**src/rtl/fetch_unit.sv**
```systemverilog
// Instruction fetch stage: owns the PC, issues single-word icache requests and
// drives the fetch/decode register, with a one-entry hold buffer for decode stalls.
module fetch_unit #(
  parameter logic [31:0] RESET_PC = 32'h0000_0000,
  parameter logic [31:0] BUBBLE   = 32'h0000_0013,
  parameter int          CNT_W    = 32
) (
  input  logic             clock,
  input  logic             reset,
  input  logic             dcache_stall,
  input  logic             load_stall,
  input  logic             branch_stall,
  input  logic             branch_en,
  input  logic [31:0]      branch_PC,
  output logic             ic_req,
  output logic [31:0]      ic_addr,
  input  logic             ic_ack,
  input  logic [31:0]      ic_data,
  output logic             icache_stall,
  output logic [31:0]      fd_pc,
  output logic [31:0]      fd_instr,
  output logic [CNT_W-1:0] fetch_count,
  output logic [CNT_W-1:0] icache_wait_cycles
);

  typedef enum logic {FETCH, HOLD} state_t;

  state_t             state_reg, state_next;
  logic [31:0]        pc_reg, pc_next;
  logic [31:0]        buf_reg, buf_next;
  logic [31:0]        fd_pc_reg, fd_pc_next;
  logic [31:0]        fd_instr_reg, fd_instr_next;
  logic [CNT_W-1:0]   fetch_count_reg, fetch_count_next;
  logic [CNT_W-1:0]   wait_count_reg, wait_count_next;

  logic               src_valid;
  logic [31:0]        src;
  logic               commit;
  logic               unused_branch_bits;

  // Branch targets are forced to word alignment, so the low bits are dropped.
  assign unused_branch_bits = ^branch_PC[1:0];

  assign ic_req       = (state_reg == FETCH);
  assign ic_addr      = {pc_reg[31:2], 2'b00};
  assign icache_stall = ic_req & ~ic_ack;

  assign src_valid = (state_reg == HOLD) | ic_ack;
  assign src       = (state_reg == HOLD) ? buf_reg : ic_data;

  always_comb begin
    state_next    = state_reg;
    pc_next       = pc_reg;
    buf_next      = buf_reg;
    fd_pc_next    = fd_pc_reg;
    fd_instr_next = fd_instr_reg;
    commit        = 1'b0;

    // With no instruction available everything holds, whatever decode asks for.
    if (src_valid) begin
      if (dcache_stall || (!branch_en && (load_stall || branch_stall))) begin
        if (state_reg == FETCH) begin
          buf_next   = ic_data;
          state_next = HOLD;
        end
      end else if (branch_en) begin
        fd_instr_next = BUBBLE;
        fd_pc_next    = 32'h0;
        pc_next       = {branch_PC[31:2], 2'b00};
        state_next    = FETCH;
      end else begin
        fd_instr_next = src;
        fd_pc_next    = pc_reg;
        pc_next       = pc_reg + 32'd4;
        state_next    = FETCH;
        commit        = 1'b1;
      end
    end

    fetch_count_next = fetch_count_reg + {{(CNT_W-1){1'b0}}, commit};
    wait_count_next  = wait_count_reg + {{(CNT_W-1){1'b0}}, icache_stall};
  end

  always_ff @(posedge clock) begin
    if (reset) begin
      state_reg       <= FETCH;
      pc_reg          <= RESET_PC;
      buf_reg         <= 32'h0;
      fd_pc_reg       <= 32'h0;
      fd_instr_reg    <= BUBBLE;
      fetch_count_reg <= '0;
      wait_count_reg  <= '0;
    end else begin
      state_reg       <= state_next;
      pc_reg          <= pc_next;
      buf_reg         <= buf_next;
      fd_pc_reg       <= fd_pc_next;
      fd_instr_reg    <= fd_instr_next;
      fetch_count_reg <= fetch_count_next;
      wait_count_reg  <= wait_count_next;
    end
  end

  assign fd_pc              = fd_pc_reg;
  assign fd_instr           = fd_instr_reg;
  assign fetch_count        = fetch_count_reg;
  assign icache_wait_cycles = wait_count_reg;

endmodule
```
**config.mk**
```make
export PLATFORM = sky130hd
export DESIGN_NAME = fetch_unit
export DESIGN_NICKNAME = d
export VERILOG_FILES = /design/src/rtl/fetch_unit.sv
export SDC_FILE = /design/constraint.sdc
export NUM_CORES = 1
export LEC_CHECK = 0
export CAP_MARGIN = 5
export CORE_ASPECT_RATIO = 2
export CORE_MARGIN = 5
export CORE_UTILIZATION = 45
export CTS_BUF_LIST = sky130_fd_sc_hd__clkbuf_8
export CTS_CLUSTER_DIAMETER = 120
export DETAILED_ROUTE_END_ITERATION = 8
export PLACE_DENSITY = 0.78
export SYNTH_ARGS = -nofsm -noshare
export SYNTH_HDL_FRONTEND = slang
export SYNTH_SLANG_ARGS = --single-unit
```
**constraint.sdc**
```tcl
create_clock -name clock -period 2.8 [get_ports clock]
set_input_delay 0.56 -clock clock [delete_from_list [all_inputs] [get_ports clock]]
set_output_delay 0.56 -clock clock [all_outputs]
set_load 0.1 [all_outputs]
```
==> impl_summary.md <==
Setup path
Data arrives at the worst endpoint at 2.86 ns. STA classifies the critical path endpoint as a flop. The slack of the worst reg-to-reg path is approximately 0.47 ns. The endpoint required time on the critical path is about 3.2 ns. The critical path is of the primary input to flop type. Along the worst path, the maximum fanout reaches 4. The number of cells on the worst reg-to-reg path is 6.

STA classifies the critical path startpoint as a primary input. The capture point of the worst reg-to-reg path is pc_reg[30]. The origin of the critical flop-to-flop path is pc_reg[2].

Route
The final routed DRC violation total is 0. After the first detailed-routing iteration, the DRC count stood at 405. The routed length on met1 is ~9300 µm.

The average wire per standard cell is 17.22 µm. After detailed routing, the met3 layer carries 1271 µm of wire. In this run the top signal layer used is met4. The total number of vias is 8155. In the detailed route, the total length drawn on met2 is 13360 µm. The number of vias per cell after detailed routing is 5.605. The pre-antenna-repair detailed-routing pass consisted of 5 iterations. The remaining number of nets flagged by the antenna check after routing is 0. After detailed routing, the total wire length is 25060 µm.

Clocking
The number of buffers created by CTS is 17. The TritonCTS clock tree is built. The buffer levels on the longest clock path is 2. In this run, post-CTS repair resized a total of 0 instances. The clock-pin transition on the worst setup and hold timing paths is around 0.10 ns. The buffers inserted during post-CTS setup optimization is 0.

The library cell used as clock root buffer is clkbuf_8. The TritonCTS sink count is 190. The later pin in the worst-skew pair is clocked with a latency of 0.47 ns. In this run the number of H-tree levels came out at 4.

The hold buffer count at cts is 0.

Floorplan
The floorplan has 71 rows. The die height is 203.8 µm. From left edge to right edge, the die measures between 100 and 150 µm. about 230 I/O pins were placed. The floorplan die area is 0.02179 mm². For this configuration, the core starts out at a cell density of a little under half. The floorplan step defined a core boundary enclosing between 0.015 and 0.02 mm².

Layout
Of the cells placed in the final design, the portion with a size suffix greater than 1 is 21.76%. After the last flow step, the layout net total stands at 1299. The number of diodes added for antenna fixing is 0. Compared with the post-synthesis result, the final layout area differs by 31.17%.

The count of filler cells inserted in the layout is 1669. The finished cells cover 0.01108 mm².

Synthesis
Counting flops and latches in the post-synthesis netlist gives between 150 and 200. The number of flops mapped to enable cells by yosys is 0. In this run the biggest area consumer among cell types represents 45.01% of the synthesized area.

A synthesized cell averages 8.350 µm². Counting distinct cell types in the post-synthesis netlist gives 56. Summing the sequential cell areas from Yosys gives 45.01% of the chip area.

In this run the cell area of the synthesized design comes to between 0.008 and 0.009 mm². For this run, the leading register cell type out of synthesis is dfxtp_1. The most area-hungry cell type in the Yosys netlist is dfxtp_1. During synthesis, Yosys emitted a total of 0 warnings. After technology mapping, the gate count stands at 1012.

In the post-synthesis netlist, the biggest area contributors are dfxtp_1 (45%), nor2_1 (8.3%), a21oi_1 (4.9%). Of all flip-flops after synthesis, the portion carrying an async set or reset was 0%.

GRT
The first global-routing pass estimated 40020 µm of wire. Summed over all layers, the global routing overflow is 0. The combined global-route utilization of all metal layers is roughly 23%.

The initial antenna violation count is 0. The via count of the first global-routing pass is 7902. The largest net degree at the start of global routing is 92.

Run status
The run finished with clean final reports.

Timing
The part of the cycle the worst path needs is between 80 and 90%. The number of max-slew violations in the final report is 0. The post-route minimum period is 2.475 ns. The final count of hold timing violations is 0.

At the pin with the least slew margin, the transition time is ~0.6 ns. Setup repair after global routing left no endpoint under its margin. The worst max-slew margin expressed relative to the limit is between 60 and 70%. The maximum clock frequency is 0.4041 GHz.

The final setup violation count is 0. The maximum clock skew at final layout is 0.01701 ns.

Place
Once placement finished, the instance area stood at 0.01069 mm². The count of port buffers added during placement is 228. The total half-perimeter wirelength after legalization and detailed placement is 18170 µm. The final RePlAce weighted congestion is 0.8627.

Power
Summed over all cells, the static leakage comes to 4.435 nW. Power spread over the standard cell area amounts to between 500 and 600 mW/mm². IR analysis of the VDD net gives a maximum drop of about 0.40 mV. The design draws 5.615 mW.

Flow run
The tool flagged a number of max-cap violations equal to 0.

Hold path
The cell depth of the worst min-delay path is 2. The min-delay analysis places its worst path in the category flop to flop. The end point of the worst hold path is fd_pc[30].

The beginning of the worst hold path is fd_pc[30].
-- report_power, final --
part / total [mW] / leakage [nW] / switching, mW / internal (mW)
clock: 1.83 / 0.202 / 1.03 / 0.798
combinational: 0.915 / 2.68 / 0.624 / 0.292
sequential: 2.87 / 1.55 / 0.0789 / 2.79
total: 5.61 / 4.44 / 1.74 / 3.88
-- how the worst max path moves through the flow --
stage	from	end	cells after the start
detailed placement	dcache_stall	fetch_count[31]	10
floorplan	pc_reg[21]	pc_reg[30]	5
global placement	dcache_stall	fetch_count[31]	10
CTS	dcache_stall	fetch_count[19]	10
finish	dcache_stall	fetch_count[19]	10
global route	branch_stall	fetch_count[26]	11
-- per-stage QoR --
step | hold WS, ns | utilization [%] | instances | TNS [ns] | setup WS (ns)
after floorplan | 0.4778 | - | 1013 | 0 | 0.0003697
after global placement | 0.4426 | 57.29 | 1423 | -0.09547 | -0.03755
after detailed placement | 0.4640 | 57.29 | 1423 | -0.7322 | -0.1025
after CTS | 0.4831 | 59.42 | 1455 | 0 | 0.4035
after global routing | 0.5125 | 59.42 | 1455 | 0 | 0.2431
final | 0.4750 | 59.42 | 1455 | 0 | 0.3252
-- critical path, stage by stage --
cell	delay [ns]
clkdlybuf4s50_1	0.42
o21ba_2	0.25
nand2_1	0.12
inv_1	0.11
ha_1	0.19
nand3_1	0.11
or3_1	0.45
buf_4	0.20
or3_1	0.30
a21oi_1	0.14
-- layer usage --
metal	global-route usage (%)	up-vias
met5	0	-
met4	11.93	0
met3	4.498	59
met2	41.48	266
met1	24.41	3837
li1	-	3993
-- placed cells by master, fill, tap and decap left out, types with 3 or more instances in the layout --
master           netlist  routed
clkbuf_8               0      20
a21o_1                 4       4
nor4_1                14      13
nand2_1               57      57
a21oi_1               82      82
nor3_1                45      44
mux2_2                 3       3
and4_1                 5       5
o211ai_1               3       3
buf_4                  3     189
o21ai_0               18      18
dfxtp_1              190     173
a32oi_1                3       3
inv_6                  0       7
dfxtp_2                0      17
o31ai_1                3       3
clkdlybuf4s50_1        0      66
a31o_2                 4       4
buf_12                 0       5
a22oi_1                7       7
a211oi_1              33      33
or3_1                  7       7
nand4_1               27      27
xnor2_1               25      25
a22o_1                 5       5
o22ai_1                6       6
and3_1                39      39
inv_1                 13      13
nand3_1               45      45
o41ai_1                3       3
ha_1                   5       5
nor2b_1                7       7
or4_1                  3       3
xor2_1                32      32
mux2i_1               37      37
a31oi_1                5       5
and2_1                 3       3
nor2_1               187     185
-- cell type report --
type                            instances  area, µm²  share of cell area, %
Sequential cell                       190       3825                  34.51
Inverter                               14      52.55                 0.4741
Multi-Input combinational cell        738       4340                  39.16
Tap cell                              219      274.0                  2.472
Clock inverter                         12      121.4                  1.095
Timing Repair Buffer                  262       2196                  19.81
Clock buffer                           20      275.3                  2.483
-- logic make-up (layout without fill, tap and decap cells) --
family          count (synthesis)  count (layout)  share of synthesized area (%)
buf+inv                        85             308                          4.175
simple gates                  449             449                          25.53
other cells                     1               2                        0.04438
xor+xnor                       57              57                          5.908
mux                            40              40                          4.782
compound gates                185             185                          13.81
fa+ha+maj                       5               5                         0.7403
flops                         190             190                          45.01
-- cells in the mapped netlist (4+ instances only) --
master and instances:
o22ai_1 6, clkbuf_1 58, or3_1 7, a22oi_1 7
a21o_1 4, xor2_1 32, and4_1 5, nor4_1 14
mux2i_1 37, nand4_1 27, a31oi_1 5, a22o_1 5
dfxtp_1 190, a21oi_1 82, nand2_1 57, inv_1 13
o21ai_0 18, nand3_1 45, nor3_1 45, nor2_1 187
nor2b_1 7, a211oi_1 33, and3_1 39, ha_1 5
xnor2_1 25, a31o_2 4, buf_2 6
(Power assumes the default switching activity.)
==> variant 1, RTL diff (same settings) <==
Set the parameter `CNT_W` to 48 (it was 32).
--- a/src/rtl/fetch_unit.sv
+++ b/src/rtl/fetch_unit.sv
@@ -4,5 +4,5 @@
   parameter logic [31:0] RESET_PC = 32'h0000_0000,
   parameter logic [31:0] BUBBLE   = 32'h0000_0013,
-  parameter int          CNT_W    = 32
+  parameter int          CNT_W    = 48
 ) (
   input  logic             clock,
Ports: changed (resized fetch_count and icache_wait_cycles); port bits go from 233 to 265. No check against the original RTL was run, so the function may have changed too.
==> variant 1 against the unedited design <==
Wire length increased by 23%. Synthesized area increased by 18%. Global-route usage increased by 0.76 points. Total power increased by 22%. Fmax decreased by 8.1%. Worst hold slack got worse by 130 ps. Design area increased by 19%. Register-to-register slack got worse by 190 ps. Sequential cell count increased by 32. First-iteration DRC count increased by 79%. Setup slack got worse by 220 ps. Critical path type unchanged. Largest cell class unchanged. Highest routed layer unchanged.
==> variant 1: results <==
set metrics [dict create \
    grt.total_usage_pct 23.5 \
    cpPeakStageDelay_ps 470 \
    syn2layout_area_growth_pct 32.7 \
    crit_fanout 7 \
    clk_pin_slew_worst_paths_ps 60 \
    syn_area_per_cell_um2 8.29 \
    drtIter0Drc 724 \
    h-tree-depth 2 \
    inverters 18 \
    port-buffer-count 260 \
    synth-adder-area-share_pct 0.627 \
    nFillCells 1980 \
    grt_max_degree 127 \
    wl_met2_mm 16.1 \
    drive_above_1_share_pct 21.2 \
    regArea_um2 4450 \
    clockBufferCount 42 \
    p_leak_nw 5.12 \
    cp_data_arrival_time_ps 3130 \
    wl_met1_mm 11.0 \
    placed_cell_area_um2 12600 \
    antenna_found_initial 1 \
    multi_input_area_um2 5210 \
    layoutNonFillerInstCount 1762 \
    die_x_um 115 \
    clk_share_pct 4.85 \
    nMultiInputCombCells 879 \
    synth_commonest_cells "222 x dfxtp_1, 193 x nor2_1, 97 x a21oi_1, 72 x clkbuf_1, 65 x nand2_1" \
    nNonClkBuffers 308 \
    p_int_mw 4.89 \
    p_seq_mw 3.32 \
    met3WireLength_mm 2.21 \
    synth_area_leaders "dfxtp_1 45%, nor2_1 7.3%, a21oi_1 4.9%" \
    cts-buffers-inserted 35 \
    vias 9745 \
    power_frac_clock_pct 38.0 \
    slowest_stage "or4_1" \
    synth_compound_area_share_pct 13.0 \
    relSlewSlack_pct 48.2 \
    pre_cts_ws_ps -480 \
    layout.nonclk_buf_share_pct 19.1 \
    status "finished, final reports clean" \
    muxShareOfSynthArea_pct 3.84 \
    wl_per_cell_um 17.5 \
    ys_seq_area_share_pct 44.5 \
]
[variant 1: cell count changes in the layout (fill, tap and decap cells not counted), moves of 12 or more]
| cell | before | now |
|---|---|---|
| buf_4 | 189 | 236 |
| dfxtp_1 | 173 | 220 |
| clkbuf_8 | 20 | 42 |
| xnor2_1 | 25 | 45 |
| inv_1 | 13 | 31 |
| nor3_1 | 44 | 61 |
| a21oi_1 | 82 | 97 |
| dfxtp_2 | 17 | 2 |
| nand4_1 | 27 | 42 |
| or3_1 | 7 | 20 |
| nor4_1 | 13 | 25 |
[variant 1: worst paths after layout]
kind,start,endpoint,slack (ps),cells after the start
hold / removal,reset,fd_pc[6],350,2
setup / recovery,dcache_stall,fetch_count[44],110,11
hold reg to reg,fd_pc[23],fd_pc[23],450,2
setup reg to reg,state_reg,fetch_count[44],280,10
[variant 1: per-layer routing]
layer | global-route usage (%) | vias to the layer above
li1 | - | 4820
met1 | 24.8 | 4483
met2 | 42.8 | 347
met3 | 5.47 | 95
met4 | 12.1 | 0
met5 | 0 | -
==> variant 2, RTL diff (same flow settings) <==
Without the edit above. Put one more register stage on the output `fetch_count`. The value now appears one clock later. The other outputs are not delayed to match.
--- a/src/rtl/fetch_unit.sv
+++ b/src/rtl/fetch_unit.sv
@@ -104,5 +104,7 @@
   assign fd_pc              = fd_pc_reg;
   assign fd_instr           = fd_instr_reg;
-  assign fetch_count        = fetch_count_reg;
+  always_ff @(posedge clock) begin
+    fetch_count <= fetch_count_reg;
+  end
   assign icache_wait_cycles = wait_count_reg;
 
Formal check against the unedited RTL: not equivalent (a bounded check fails within 4 cycles, from zero or initial values and one cycle with reset high).
==> variant 2 against the unedited design <==
Non-clock buffer count fell by 4. Worst hold slack got worse by 120 ps. Setup slack got worse by 130 ps. Synthesized area rose by 9.7%. Design area rose by 9.1%. Sequential cell count rose by 32. Register-to-register slack got worse by 170 ps. Cell count rose by 7.4%. Wire length rose by 5.3%. Global-route usage fell by 1.5 points. Clock skew fell by 1.2 ps. Total power rose by 21%. Combinational power fell by 1%. Synthesized cell count rose by 4.1%.
==> variant 2: results <==
set metrics [dict create \
    grt_pass1_vias 8244 \
    vias 8353 \
    dpl.hpwl_mm 18.6 \
    fin_worst_skew_ps 15.9 \
    ys_types 57 \
    multi_input_area_um2 4460 \
    clk_latency_ps 590 \
    gp_congestion 0.843 \
    p_sw_mw 1.93 \
    nMultiInputCombCells 739 \
    grt_pass1_wl_mm 41.6 \
    nFillCells 1819 \
    gr-usage-met3_pct 4.57 \
    syn_area_per_cell_um2 8.80 \
    gr-usage-met2_pct 39.0 \
    synth_commonest_cells "222 x dfxtp_1, 177 x nor2_1, 82 x a21oi_1, 48 x nand3_1" \
    drive_above_1_share_pct 20.8 \
    n_antenna_cell 7 \
    nNonClkBuffers 258 \
    crit_fanout 8 \
    layoutNonFillerInstCount 1562 \
    muxShareOfSynthArea_pct 4.10 \
    path_delay_family "simple AND/OR/NAND/NOR gates" \
    layout.nonclk_buf_share_pct 17.8 \
    cpPeakStageDelay_ps 500 \
    cp_data_arrival_time_ps 3060 \
    regArea_um2 4450 \
    grt_max_degree 68 \
    drtIter0Drc 389 \
    firstDrtPassIters 4 \
    place_inst 1501 \
    clock_path_buffers 3 \
    final_core_util_pct 59.4 \
    clk_share_pct 5.16 \
    status "finished, final reports clean" \
    pre_cts_ws_ps -444 \
    synth_xor_area_share_pct 5.76 \
    synth_area_leaders "dfxtp_1 48%, nor2_1 7.2%, a21oi_1 4.4%" \
    irDropWorstVdd_v 0.000434 \
    placementRows 74 \
    inverters 16 \
    wl_met2_mm 13.7 \
    grt.met1_usage_pct 22.7 \
    h-tree-depth 1 \
    wl_met1_mm 9.73 \
    cts-buffers-inserted 31 \
    nFlopsAndLatches 222 \
    placed_cell_area_um2 11500 \
]
variant 2: changes by cell type after synthesis, moves of 10 or more:
cell / unedited run / this run
buf_2: 6 / 18
clkbuf_1: 58 / 47
dfxtp_1: 190 / 222
nand2_1: 57 / 47
nor2_1: 187 / 177
xnor2_1: 25 / 35
variant 2: power by group through the flow:
stage | combinational [mW] | clock (mW) | sequential, mW
2_1_floorplan | 0.356 | 0 | 3.66
3_3_place_gp | 0.899 | 0 | 3.39
3_5_place_dp | 0.907 | 0 | 3.39
4_1_cts | 0.909 | 2.63 | 3.32
5_1_grt | 0.966 | 2.76 | 3.33
6_report | 0.905 | 2.55 | 3.32
variant 2: final timing paths:
| path | from | cells past startpoint | end | slack (ps) |
|---|---|---|---|---|
| hold / removal | fetch_count_reg[0] | 0 | fetch_count[0] | 350 |
| hold reg to reg | fetch_count_reg[0] | 0 | fetch_count[0] | 350 |
| setup reg to reg | state_reg | 10 | fetch_count_reg[26] | 300 |
| setup / recovery | dcache_stall | 11 | fetch_count_reg[26] | 200 |
